File: config.mk
export PLATFORM = sky130hd
export DESIGN_NAME = wb_stage_gen_flat
export DESIGN_NICKNAME = d
export VERILOG_FILES = /design/src/rtl/wb_stage_gen_pkg.sv /design/src/rtl/wb_stage_gen_if.sv /design/src/rtl/wb_stage_gen_retire_cnt.sv /design/src/rtl/wb_stage_gen.sv /design/src/flat_wrapper.sv
export SDC_FILE = /design/constraint.sdc
export NUM_CORES = 1
export LEC_CHECK = 0
export ABC_AREA = 1
export CAP_MARGIN = 5
export CELL_PAD_IN_SITES_DETAIL_PLACEMENT = 0
export CELL_PAD_IN_SITES_GLOBAL_PLACEMENT = 1
export CORE_ASPECT_RATIO = 1.25
export CORE_MARGIN = 3
export CORE_UTILIZATION = 33
export CTS_BUF_LIST = sky130_fd_sc_hd__clkbuf_4
export CTS_CLUSTER_DIAMETER = 150
export DETAILED_ROUTE_END_ITERATION = 8
export PLACE_DENSITY = 0.88
export SKIP_LAST_GASP = 1
export SLEW_MARGIN = 20
export SYNTH_ARGS = -nofsm -noshare
export SYNTH_HDL_FRONTEND = slang
export SYNTH_SLANG_ARGS = --single-unit
File: constraint.sdc
create_clock -name clk -period 2.6 [get_ports clk]
set_clock_uncertainty 0.1 [all_clocks]
set_input_delay 0.39 -clock clk [delete_from_list [all_inputs] [get_ports clk]]
set_output_delay 0.39 -clock clk [all_outputs]
set_load 0.03 [all_outputs]
File: src/rtl/wb_stage_gen_pkg.sv
// Shared definitions for the write-back stage:
// bus layout helpers, exception codes, handler PC.
package wb_pkg;

  localparam int XLEN_D    = 32;
  localparam int RADDR_W_D = 5;
  localparam int ECODE_W_D = 6;
  localparam int CNT_W_D   = 64;

  localparam logic [31:0] EXC_ENTRY_D = 32'h1c008000;

  localparam logic [5:0] ECODE_INT  = 6'h00;
  localparam logic [5:0] ECODE_PIL  = 6'h01;
  localparam logic [5:0] ECODE_PIS  = 6'h02;
  localparam logic [5:0] ECODE_ADEF = 6'h08;
  localparam logic [5:0] ECODE_ALE  = 6'h09;
  localparam logic [5:0] ECODE_SYS  = 6'h0b;
  localparam logic [5:0] ECODE_BRK  = 6'h0c;
  localparam logic [5:0] ECODE_INE  = 6'h0d;

  // Bus layout, MSB first:
  // gr_we, exc, ertn, ecode, dest, result, pc
  function automatic int bus_w(
    int xlen,
    int raddr_w,
    int ecode_w
  );
    return 3 + ecode_w + raddr_w + 2 * xlen;
  endfunction

  function automatic int off_pc();
    return 0;
  endfunction

  function automatic int off_result(int xlen);
    return xlen;
  endfunction

  function automatic int off_dest(int xlen);
    return 2 * xlen;
  endfunction

  function automatic int off_ecode(
    int xlen,
    int raddr_w
  );
    return 2 * xlen + raddr_w;
  endfunction

  function automatic int off_ertn(
    int xlen,
    int raddr_w,
    int ecode_w
  );
    return off_ecode(xlen, raddr_w) + ecode_w;
  endfunction

  function automatic int off_exc(
    int xlen,
    int raddr_w,
    int ecode_w
  );
    return off_ertn(xlen, raddr_w, ecode_w) + 1;
  endfunction

  function automatic int off_gr_we(
    int xlen,
    int raddr_w,
    int ecode_w
  );
    return off_ertn(xlen, raddr_w, ecode_w) + 2;
  endfunction

endpackage

File: src/rtl/wb_stage_gen_if.sv
// MA -> WB handshake: valid, payload bus and
// the WB back-pressure signal.
interface wb_stage_gen_if #(
  parameter int BUS_W = wb_pkg::bus_w(
    wb_pkg::XLEN_D,
    wb_pkg::RADDR_W_D,
    wb_pkg::ECODE_W_D
  )
);

  logic             ma_validout;
  logic [BUS_W-1:0] ma_to_wb_bus;
  logic             wb_allowin;

  modport master (
    output ma_validout,
    output ma_to_wb_bus,
    input  wb_allowin
  );

  modport slave (
    input  ma_validout,
    input  ma_to_wb_bus,
    output wb_allowin
  );

endinterface

File: src/rtl/wb_stage_gen_retire_cnt.sv
// Retired-instruction counter, wraps at
// 2^CNT_W.
module wb_retire_cnt #(
  parameter int CNT_W = 64
) (
  input  logic             clk,
  input  logic             rst,
  input  logic             inc,
  output logic [CNT_W-1:0] cnt
);

  logic [CNT_W-1:0] cnt_q;
  logic [CNT_W-1:0] cnt_d;

  // Next count: +1 per retired instruction.
  always_comb begin
    cnt_d = cnt_q;
    if (inc) cnt_d = cnt_q + CNT_W'(1);
  end

  // Count register, cleared by sync reset.
  always_ff @(posedge clk) begin
    if (rst) cnt_q <= '0;
    else     cnt_q <= cnt_d;
  end

  assign cnt = cnt_q;

endmodule

File: src/rtl/wb_stage_gen.sv
// Write-back stage: commits to the regfile,
// raises exception/ertn flushes, keeps era/ecode.
module wb_stage_gen
  import wb_pkg::*;
#(
  parameter int XLEN    = 32,
  parameter int RADDR_W = 5,
  parameter int ECODE_W = 6,
  parameter int CNT_W   = 64,
  parameter logic [XLEN-1:0] EXC_ENTRY =
    XLEN'(EXC_ENTRY_D)
) (
  input  logic               clk,
  input  logic               rst,
  wb_stage_gen_if.slave      ma_if,
  input  logic               other_allowin,
  output logic               wb_validout,
  output logic               wb_rf_we,
  output logic [RADDR_W-1:0] wb_rf_waddr,
  output logic [XLEN-1:0]    wb_rf_wdata,
  output logic               wb_fwd_valid,
  output logic [RADDR_W-1:0] wb_fwd_dest,
  output logic [XLEN-1:0]    wb_fwd_data,
  output logic               wb_flush,
  output logic [XLEN-1:0]    wb_flush_target,
  output logic [XLEN-1:0]    csr_era,
  output logic [ECODE_W-1:0] csr_ecode,
  output logic [CNT_W-1:0]   retired_cnt,
  output logic [XLEN-1:0]    debug_wb_pc,
  output logic [3:0]         debug_wb_rf_we,
  output logic [RADDR_W-1:0] debug_wb_rf_wnum,
  output logic [XLEN-1:0]    debug_wb_rf_wdata
);

  localparam int BUS_W =
    bus_w(XLEN, RADDR_W, ECODE_W);

  localparam int O_PC  = off_pc();
  localparam int O_RES = off_result(XLEN);
  localparam int O_DST = off_dest(XLEN);
  localparam int O_EC  =
    off_ecode(XLEN, RADDR_W);
  localparam int O_RT  =
    off_ertn(XLEN, RADDR_W, ECODE_W);
  localparam int O_EX  =
    off_exc(XLEN, RADDR_W, ECODE_W);
  localparam int O_WE  =
    off_gr_we(XLEN, RADDR_W, ECODE_W);

  logic               valid_q;
  logic               valid_d;
  logic [BUS_W-1:0]   bus_q;
  logic [BUS_W-1:0]   bus_d;
  logic [XLEN-1:0]    era_q;
  logic [XLEN-1:0]    era_d;
  logic [ECODE_W-1:0] ecode_q;
  logic [ECODE_W-1:0] ecode_d;

  logic               gr_we;
  logic               exc;
  logic               ertn;
  logic [ECODE_W-1:0] ecode;
  logic [RADDR_W-1:0] dest;
  logic [XLEN-1:0]    result;
  logic [XLEN-1:0]    pc;

  logic allowin;
  logic commit;
  logic flush;
  logic rf_we;

  assign gr_we  = bus_q[O_WE];
  assign exc    = bus_q[O_EX];
  assign ertn   = bus_q[O_RT];
  assign ecode  = bus_q[O_EC +: ECODE_W];
  assign dest   = bus_q[O_DST +: RADDR_W];
  assign result = bus_q[O_RES +: XLEN];
  assign pc     = bus_q[O_PC +: XLEN];

  // Handshake, commit and write qualification.
  always_comb begin
    allowin = ~valid_q | other_allowin;
    commit  = valid_q & other_allowin;
    flush   = commit & (exc | ertn);
    rf_we   = valid_q & gr_we & ~exc
            & (dest != '0);
  end

  // Next state: a flush drops the incoming
  // instruction; exceptions capture pc/ecode.
  always_comb begin
    valid_d = valid_q;
    bus_d   = bus_q;
    era_d   = era_q;
    ecode_d = ecode_q;
    if (flush) begin
      valid_d = 1'b0;
    end else if (allowin) begin
      valid_d = ma_if.ma_validout;
      if (ma_if.ma_validout)
        bus_d = ma_if.ma_to_wb_bus;
    end
    if (commit & exc) begin
      era_d   = pc;
      ecode_d = ecode;
    end
  end

  // Stage and CSR registers.
  always_ff @(posedge clk) begin
    if (rst) begin
      valid_q <= 1'b0;
      bus_q   <= '0;
      era_q   <= '0;
      ecode_q <= '0;
    end else begin
      valid_q <= valid_d;
      bus_q   <= bus_d;
      era_q   <= era_d;
      ecode_q <= ecode_d;
    end
  end

  wb_retire_cnt #(
    .CNT_W (CNT_W)
  ) u_retire (
    .clk (clk),
    .rst (rst),
    .inc (commit & ~exc),
    .cnt (retired_cnt)
  );

  assign ma_if.wb_allowin = allowin;
  assign wb_validout      = valid_q;

  assign wb_rf_we    = rf_we;
  assign wb_rf_waddr = dest;
  assign wb_rf_wdata = result;

  assign wb_fwd_valid = rf_we;
  assign wb_fwd_dest  =
    dest & {RADDR_W{valid_q}};
  assign wb_fwd_data  = result;

  assign wb_flush        = flush;
  assign wb_flush_target =
    exc ? EXC_ENTRY : era_q;

  assign csr_era   = era_q;
  assign csr_ecode = ecode_q;

  assign debug_wb_pc       = pc;
  assign debug_wb_rf_we    = {4{rf_we}};
  assign debug_wb_rf_wnum  = dest;
  assign debug_wb_rf_wdata = result;

endmodule

File: src/flat_wrapper.sv
// flat-port wrapper written by rule: the top's interface ports become plain ports
module wb_stage_gen_flat import wb_pkg::*;
#(
  parameter int XLEN    = 32,
  parameter int RADDR_W = 5,
  parameter int ECODE_W = 6,
  parameter int CNT_W   = 64,
  parameter logic [XLEN-1:0] EXC_ENTRY =
    XLEN'(EXC_ENTRY_D)
)
  (clk, rst, other_allowin, wb_validout, wb_rf_we, wb_rf_waddr, wb_rf_wdata, wb_fwd_valid, wb_fwd_dest, wb_fwd_data, wb_flush, wb_flush_target, csr_era, csr_ecode, retired_cnt, debug_wb_pc, debug_wb_rf_we, debug_wb_rf_wnum, debug_wb_rf_wdata, ma_if_ma_validout, ma_if_ma_to_wb_bus, ma_if_wb_allowin);
  wb_stage_gen_if ma_if_i ();
  input  logic clk;
  input  logic rst;
  input  logic other_allowin;
  output logic wb_validout;
  output logic wb_rf_we;
  output logic [RADDR_W-1:0] wb_rf_waddr;
  output logic [XLEN-1:0] wb_rf_wdata;
  output logic wb_fwd_valid;
  output logic [RADDR_W-1:0] wb_fwd_dest;
  output logic [XLEN-1:0] wb_fwd_data;
  output logic wb_flush;
  output logic [XLEN-1:0] wb_flush_target;
  output logic [XLEN-1:0] csr_era;
  output logic [ECODE_W-1:0] csr_ecode;
  output logic [CNT_W-1:0] retired_cnt;
  output logic [XLEN-1:0] debug_wb_pc;
  output logic [3:0] debug_wb_rf_we;
  output logic [RADDR_W-1:0] debug_wb_rf_wnum;
  output logic [XLEN-1:0] debug_wb_rf_wdata;
  input wire logic [$bits(ma_if_i.ma_validout)-1:0] ma_if_ma_validout;
  input wire logic [$bits(ma_if_i.ma_to_wb_bus)-1:0] ma_if_ma_to_wb_bus;
  output wire logic [$bits(ma_if_i.wb_allowin)-1:0] ma_if_wb_allowin;
  assign ma_if_i.ma_validout = ma_if_ma_validout;
  assign ma_if_i.ma_to_wb_bus = ma_if_ma_to_wb_bus;
  assign ma_if_wb_allowin = ma_if_i.wb_allowin;
  wb_stage_gen #(.XLEN(XLEN), .RADDR_W(RADDR_W), .ECODE_W(ECODE_W), .CNT_W(CNT_W), .EXC_ENTRY(EXC_ENTRY)) u_core (.clk(clk), .rst(rst), .ma_if(ma_if_i), .other_allowin(other_allowin), .wb_validout(wb_validout), .wb_rf_we(wb_rf_we), .wb_rf_waddr(wb_rf_waddr), .wb_rf_wdata(wb_rf_wdata), .wb_fwd_valid(wb_fwd_valid), .wb_fwd_dest(wb_fwd_dest), .wb_fwd_data(wb_fwd_data), .wb_flush(wb_flush), .wb_flush_target(wb_flush_target), .csr_era(csr_era), .csr_ecode(csr_ecode), .retired_cnt(retired_cnt), .debug_wb_pc(debug_wb_pc), .debug_wb_rf_we(debug_wb_rf_we), .debug_wb_rf_wnum(debug_wb_rf_wnum), .debug_wb_rf_wdata(debug_wb_rf_wdata));
endmodule
==> flow_metrics.py, run 1 <==
metrics = {
    "status": {
        "outcome": "completed",
    },
    "detailed_routing": {
        "ant_nets": 0,
        "vias": 9003,
        "drc": 0,
        "firstDrtPassIters": 8,
        "drt_iter0_drc": 538,
        "routed_via_density": 4.71,
        "routedWlPerCell_um": 17.2,
        "routed_wl_um": 32800,
    },
    "layout": {
        "nets": 1636,
        "fill_cells": 2857,
        "layout_common_cells": "349 x clkdlybuf4s50_1, 344 x nor2_1, 196 x nand2_1",
        "drive_gt1_share_pct": 6.20,
        "layout_commonest_cell": "clkdlybuf4s50_1",
        "fin_cells": 1912,
        "syn2layout_area_growth_pct": 35.1,
        "final_area_um2": 12500,
    },
    "clocking": {
        "cts_tree": "built",
        "clkTransAtPathRegs_ps": 150,
        "numClockSinks": 181,
        "postCtsSetupRepairBufs": 0,
        "cts_root_buf": "clkbuf_4",
        "cts-buffers-inserted": 17,
        "cts-htree-levels": 4,
        "clk_latency_ps": 590,
        "clock_path_buffers": 2,
    },
    "critical_path": {
        "r2r_start": "u_core.u_retire.cnt[1]",
        "max_stage_delay_ps": 710,
        "rrSetupSlack_ps": 550,
        "critPathLaunchType": "flop",
        "critPathCaptureType": "output port",
        "path_class": "flop to output port",
        "r2r-end": "u_core.u_retire.cnt[60]",
        "slowest_stage": "clkdlybuf4s50_1",
        "cp_max_fo": 11,
        "crit_path_cell_trace": "buf_4, nor2_1, clkdlybuf4s50_1",
        "crit_buf_inv": 2,
        "worstRegToRegCells": 11,
        "cp_data_arrival_time_ps": 1990,
        "cpLargestDelayFamily": "buffers and inverters",
        "required_ps": 2110,
    },
    "timing": {
        "setup_slack_ps": 118,
        "fmax_mhz": 403,
        "hold_slack_ps": 266,
        "max_slew.worst_pin.slew_ps": 450,
        "fin_crit_sh_pct": 95.4,
        "rsz0062_at_grt": "yes",
        "slew_headroom_pct": 69.9,
        "maxSlewViolCount": 0,
        "setup_viol": 0,
        "hold_viol": 0,
        "finalCriticalPeriod_ps": 2480,
    },
    "place": {
        "gp_congestion": 0.900,
        "dp.cells": 1879,
        "pre_cts_ws_ps": 248,
        "io_buffers": 367,
        "place_area_um2": 12200,
        "dp_hpwl_um": 25300,
    },
    "floorplanning": {
        "die_height_um": 193,
        "dieWidth_um": 156,
        "boundaryPins": 368,
        "core_um2": 27200,
        "dieArea_um2": 30000,
        "initial_core_util_pct": 34.0,
        "rows": 67,
    },
    "grt": {
        "grt_pass1_vias": 8839,
        "grt_pass1_wl_um": 50500,
        "grt_util_all_layers_pct": 21.4,
        "grt_use_met2_pct": 37.6,
        "grt_max_degree": 71,
        "antenna_found_initial": 2,
        "use_met3_pct": 8.04,
        "grt_overflow_total": 0,
        "met1_usage_pct": 24.1,
        "top_usage_layer": "met2",
    },
    "flow_run": {
        "cap_viol_max_count": 0,
    },
    "yosys": {
        "syn_area_um2": 9240,
        "syn_inst": 1343,
        "ys_seq_elements": 181,
        "synth_ff_type": "dfxtp_1",
        "syn_area_per_cell_um2": 6.88,
        "ys_types": 35,
        "synth_edf_count": 0,
        "yosysWarnings": 0,
        "synth_area_leaders": "dfxtp_1 39%, nor2_1 14%, buf_4 12%",
        "yosysTopAreaCellShare_pct": 39.2,
        "ys_seq_area_share_pct": 39.2,
        "synth-async-reset-ratio_pct": 0,
        "synth_fp_nets": 1426,
        "post-synth-top-area-cell": "dfxtp_1",
    },
    "pwr": {
        "power.total_mw": 6.02,
        "p_per_area_nw_per_um2": 482,
        "ir_drop_uv": 334,
        "p_leak_nw": 4.75,
    },
    "hold_path": {
        "min_path_cells": 3,
        "holdCritStartpoint": "ma_if_ma_to_wb_bus[16]",
        "hold_class": "input port to flop",
        "hold_end": "u_core.bus_q[16]",
    },
}
-- cell families after synthesis --
| logic type | Yosys count | synth area share, % |
|---|---|---|
| flip-flops | 181 | 39.2 |
| adder cells (fa/ha/maj) | 1 | 0.135 |
| buffers and inverters | 293 | 18.1 |
| AO/OA/AOI/OAI | 214 | 11.8 |
| AND/OR/NAND/NOR | 650 | 30.3 |
| XOR/XNOR | 4 | 0.379 |
-- final cells by class --
type                            count  area (um^2)  area share [%]
Sequential cell                   181         3620            29.0
Tap cell                          345          432            3.46
Antenna cell                        2         5.00          0.0401
Timing Repair Buffer              382         3820            30.6
Inverter                          102          385            3.09
Clock buffer                       18          135            1.08
Clock inverter                     13          133            1.06
Multi-Input combinational cell    869         3940            31.6
-- routing by layer --
layer	vias up	routed length, um
li1	4503	-
met1	4158	12600
met2	302	16300
met3	40	2990
met4	0	920
met5	-	0
-- per-stage QoR --
| stage | TNS [ps] | utilization [%] |
|---|---|---|
| finish | 0 | 45.9 |
| global route | -148 | 45.9 |
| CTS | 0 | 45.9 |
| detailed placement | 0 | 44.9 |
| global placement | 0 | 44.9 |
| floorplan | 0 | - |
-- cells in the mapped netlist, types with 3 or more instances --
master    instances
o21bai_1          3
clkbuf_1         32
nand4_1          13
inv_1            97
o21a_1            3
nor2_1          344
nand2_1         197
o21ai_1           7
xor2_1            4
nor2_2            9
nand2_4           5
o21ai_0         125
inv_2             5
dfxtp_1         181
a21oi_1          73
nand3_1          43
nor2_8            3
buf_4           145
and2_1            4
nor2_4           10
nor3_1            7
nand2_2           6
buf_2            11
-- report_power, final --
part           internal (mW)  switching (mW)  total (mW)  leakage, nW
Clock                  0.575            1.03        1.61        0.139
Sequential              2.90           0.118        3.02         1.48
Combinational          0.570           0.824        1.39         3.13
-- state kept, by name (all words and copies together) (netlist names) --
signal / cells
u_core.csr_ecode: 6
u_core.u_retire.cnt: 64
u_core.wb_validout: 1
u_core.csr_era: 32
u_core.bus_q: 78
-- timing repair --
action | 4_1_cts | 5_1_grt
hold buffers | 0 | 0
endpoints found under the setup margin | 11 | 29
endpoints found under the hold margin | 0 | 0
resized for setup | 7 | 5
-- worst reg2reg max path: cells and delay by family (launching register included) --
family        cells  cell delay, ps
fa+ha+maj         1             200
flops             1             440
simple gates      8            1060
buf+inv           2             210
-- worst max-delay path by stage --
| stage | to | from | cells past startpoint | slack, ps |
|---|---|---|---|---|
| finish | wb_flush_target[30] | u_core.bus_q[76] | 3 | 120 |
| global route | debug_wb_rf_we[0] | u_core.bus_q[68] | 5 | -50 |
| CTS | debug_wb_rf_we[0] | u_core.bus_q[65] | 5 | 3 |
| detailed placement | u_core.u_retire.cnt[50] | other_allowin | 10 | 250 |
| global placement | u_core.u_retire.cnt[50] | other_allowin | 10 | 290 |
| floorplan | u_core.bus_q[76] | u_core.wb_validout | 8 | 770 |
No activity file was read; power rests on OpenSTA's default activity.
==> run 2, diff against run 1 <==
TNS_END_PERCENT = 30   (was not set)
==> run 2 against run 1 <==
  * Global-route usage did not move
  * Sequential cell count stayed put
  * Power is essentially flat
  * Largest cell class unchanged
  * Die area did not move
  * Non-clock buffer count unchanged
  * Cell area barely moved
  * Count of clock-buffer cells in the layout is the same
  * Highest routed layer unchanged
  * Critical path depth unchanged
==> flow_metrics.py, run 2 (synthesized netlist as in run 1, its figures left out) <==
metrics = {
    "clocking": {
        "hold_buffers": 0,
        "numClockSinks": 181,
        "cts_tree": "built",
        "clkTransAtPathRegs_ps": 160,
        "clock_path_buffers": 2,
        "clk_latency_ps": 590,
        "cts-htree-levels": 4,
        "cts-buffers-inserted": 17,
        "cts_root_buf": "clkbuf_4",
    },
    "place": {
        "io_buffers": 367,
        "dp_hpwl_um": 25300,
        "gp_congestion": 0.900,
        "pre_cts_ws_ps": 248,
    },
    "floorplanning": {
        "initial_core_util_pct": 34.0,
        "rows": 67,
        "dieWidth_um": 156,
        "dieArea_um2": 30000,
        "core_um2": 27200,
        "die_height_um": 193,
        "boundaryPins": 368,
    },
    "detailed_routing": {
        "vias": 9001,
        "firstDrtPassIters": 8,
        "routedWlPerCell_um": 17.2,
        "ant_nets": 0,
        "routed_wl_um": 32900,
        "drt_iter0_drc": 578,
        "routed_via_density": 4.71,
        "drc": 0,
    },
    "layout": {
        "largest_reg_flops": 78,
        "syn2layout_area_growth_pct": 35.1,
        "nets": 1636,
        "top_register": "u_core.bus_q",
        "layout_commonest_cell": "clkdlybuf4s50_1",
        "layout_common_cells": "350 x clkdlybuf4s50_1, 344 x nor2_1, 196 x nand2_1",
        "fin_util_pct": 45.9,
        "drive_gt1_share_pct": 6.26,
    },
    "critical_path": {
        "r2r_start": "u_core.u_retire.cnt[1]",
        "required_ps": 2110,
        "cp_data_arrival_time_ps": 2050,
        "critPathLaunchType": "flop",
        "path_class": "flop to output port",
        "cp-startpoint": "u_core.bus_q[76]",
        "critPathCaptureType": "output port",
        "cp_max_fo": 26,
    },
    "timing": {
        "setup_slack_ps": 63.3,
        "slew_headroom_pct": 69.8,
        "finalCriticalPeriod_ps": 2540,
        "rsz0062_at_grt": "yes",
        "fmax_mhz": 394,
        "fin_tns_setup_ps": 0,
        "maxSlewViolCount": 0,
        "fin_crit_sh_pct": 97.6,
        "setup_viol": 0,
        "max_slew.worst_pin.slew_ps": 452,
        "hold_viol": 0,
    },
    "pwr": {
        "p_per_area_nw_per_um2": 482,
        "p_leak_nw": 4.76,
        "power.total_mw": 6.02,
        "ir_drop_uv": 332,
    },
    "grt": {
        "antenna_found_initial": 2,
        "grt_overflow_total": 0,
        "grt_max_degree": 71,
        "grt_pass1_wl_um": 50500,
        "grt_util_all_layers_pct": 21.4,
        "grt_pass1_vias": 8839,
    },
    "status": {
        "outcome": "completed",
    },
    "hold_path": {
        "hold_class": "input port to flop",
        "holdCritStartpoint": "ma_if_ma_to_wb_bus[74]",
    },
    "flow_run": {
        "cap_viol_max_count": 0,
    },
}
[run 2: cell count changes in the layout (fill, tap and decap cells not counted)]
cell,change
clkbuf_2,+1
buf_4,+1
clkdlybuf4s50_1,+1
buf_6,-1
dlymetal6s2s_1,+2
dlygate4sd2_1,-4
[run 2: layout make-up]
type	instances	area, um^2
tap	345	432
clock inverter	13	133
multi-input combinational	869	3940
timing repair buffer	382	3820
clock buffer	18	135
sequential	181	3620
antenna	2	5.00
inverter	102	385
fill	2853	14700
[run 2: metal layers]
layer	wire [um]	share of wire [%]	up-vias	GRT usage [%]
met5	0	0	-	0
met4	888	2.7	0	7.11
met3	2830	8.6	40	8.04
met2	16300	50	287	37.6
met1	12800	39	4172	24.1
li1	-	-	4502	-
[run 2: where the power goes]
part | switching, mW | total, mW | leakage [nW] | internal [mW]
clock network | 1.04 | 1.61 | 0.139 | 0.575
registers | 0.118 | 3.02 | 1.48 | 2.90
logic | 0.825 | 1.39 | 3.15 | 0.569
total | 1.98 | 6.02 | 4.76 | 4.04
[run 2: path summary, 6_finish.rpt]
check | to | slack (ps) | depth (start not counted)
setup reg to reg | u_core.u_retire.cnt[60] | 530 | 11
hold reg to reg | u_core.csr_ecode[3] | 380 | 2
setup / recovery | wb_flush_target[3] | 60 | 3
hold / removal | u_core.bus_q[74] | 260 | 3
[run 2: critical path: stages, from the launching register on]
cell and delay (ps):
dfxtp_1 360, buf_4 230, nor2_1 170, clkdlybuf4s50_1 690
[run 2: repair_timing]
action / CTS / global route
gates resized for setup: 3 / 9
hold endpoints to repair: 0 / 0
setup buffers: 0 / 0
setup endpoints to repair: 11 / 35
[run 2: stage by stage]
step / cells / area (um^2) / hold slack (ps)
floorplan: 1343 / 9240 / 359
global placement: 1879 / 12200 / 348
detailed placement: 1879 / 12200 / 356
CTS: 1910 / 12500 / 212
global route: 1912 / 12500 / 213
finish: 1912 / 12500 / 265
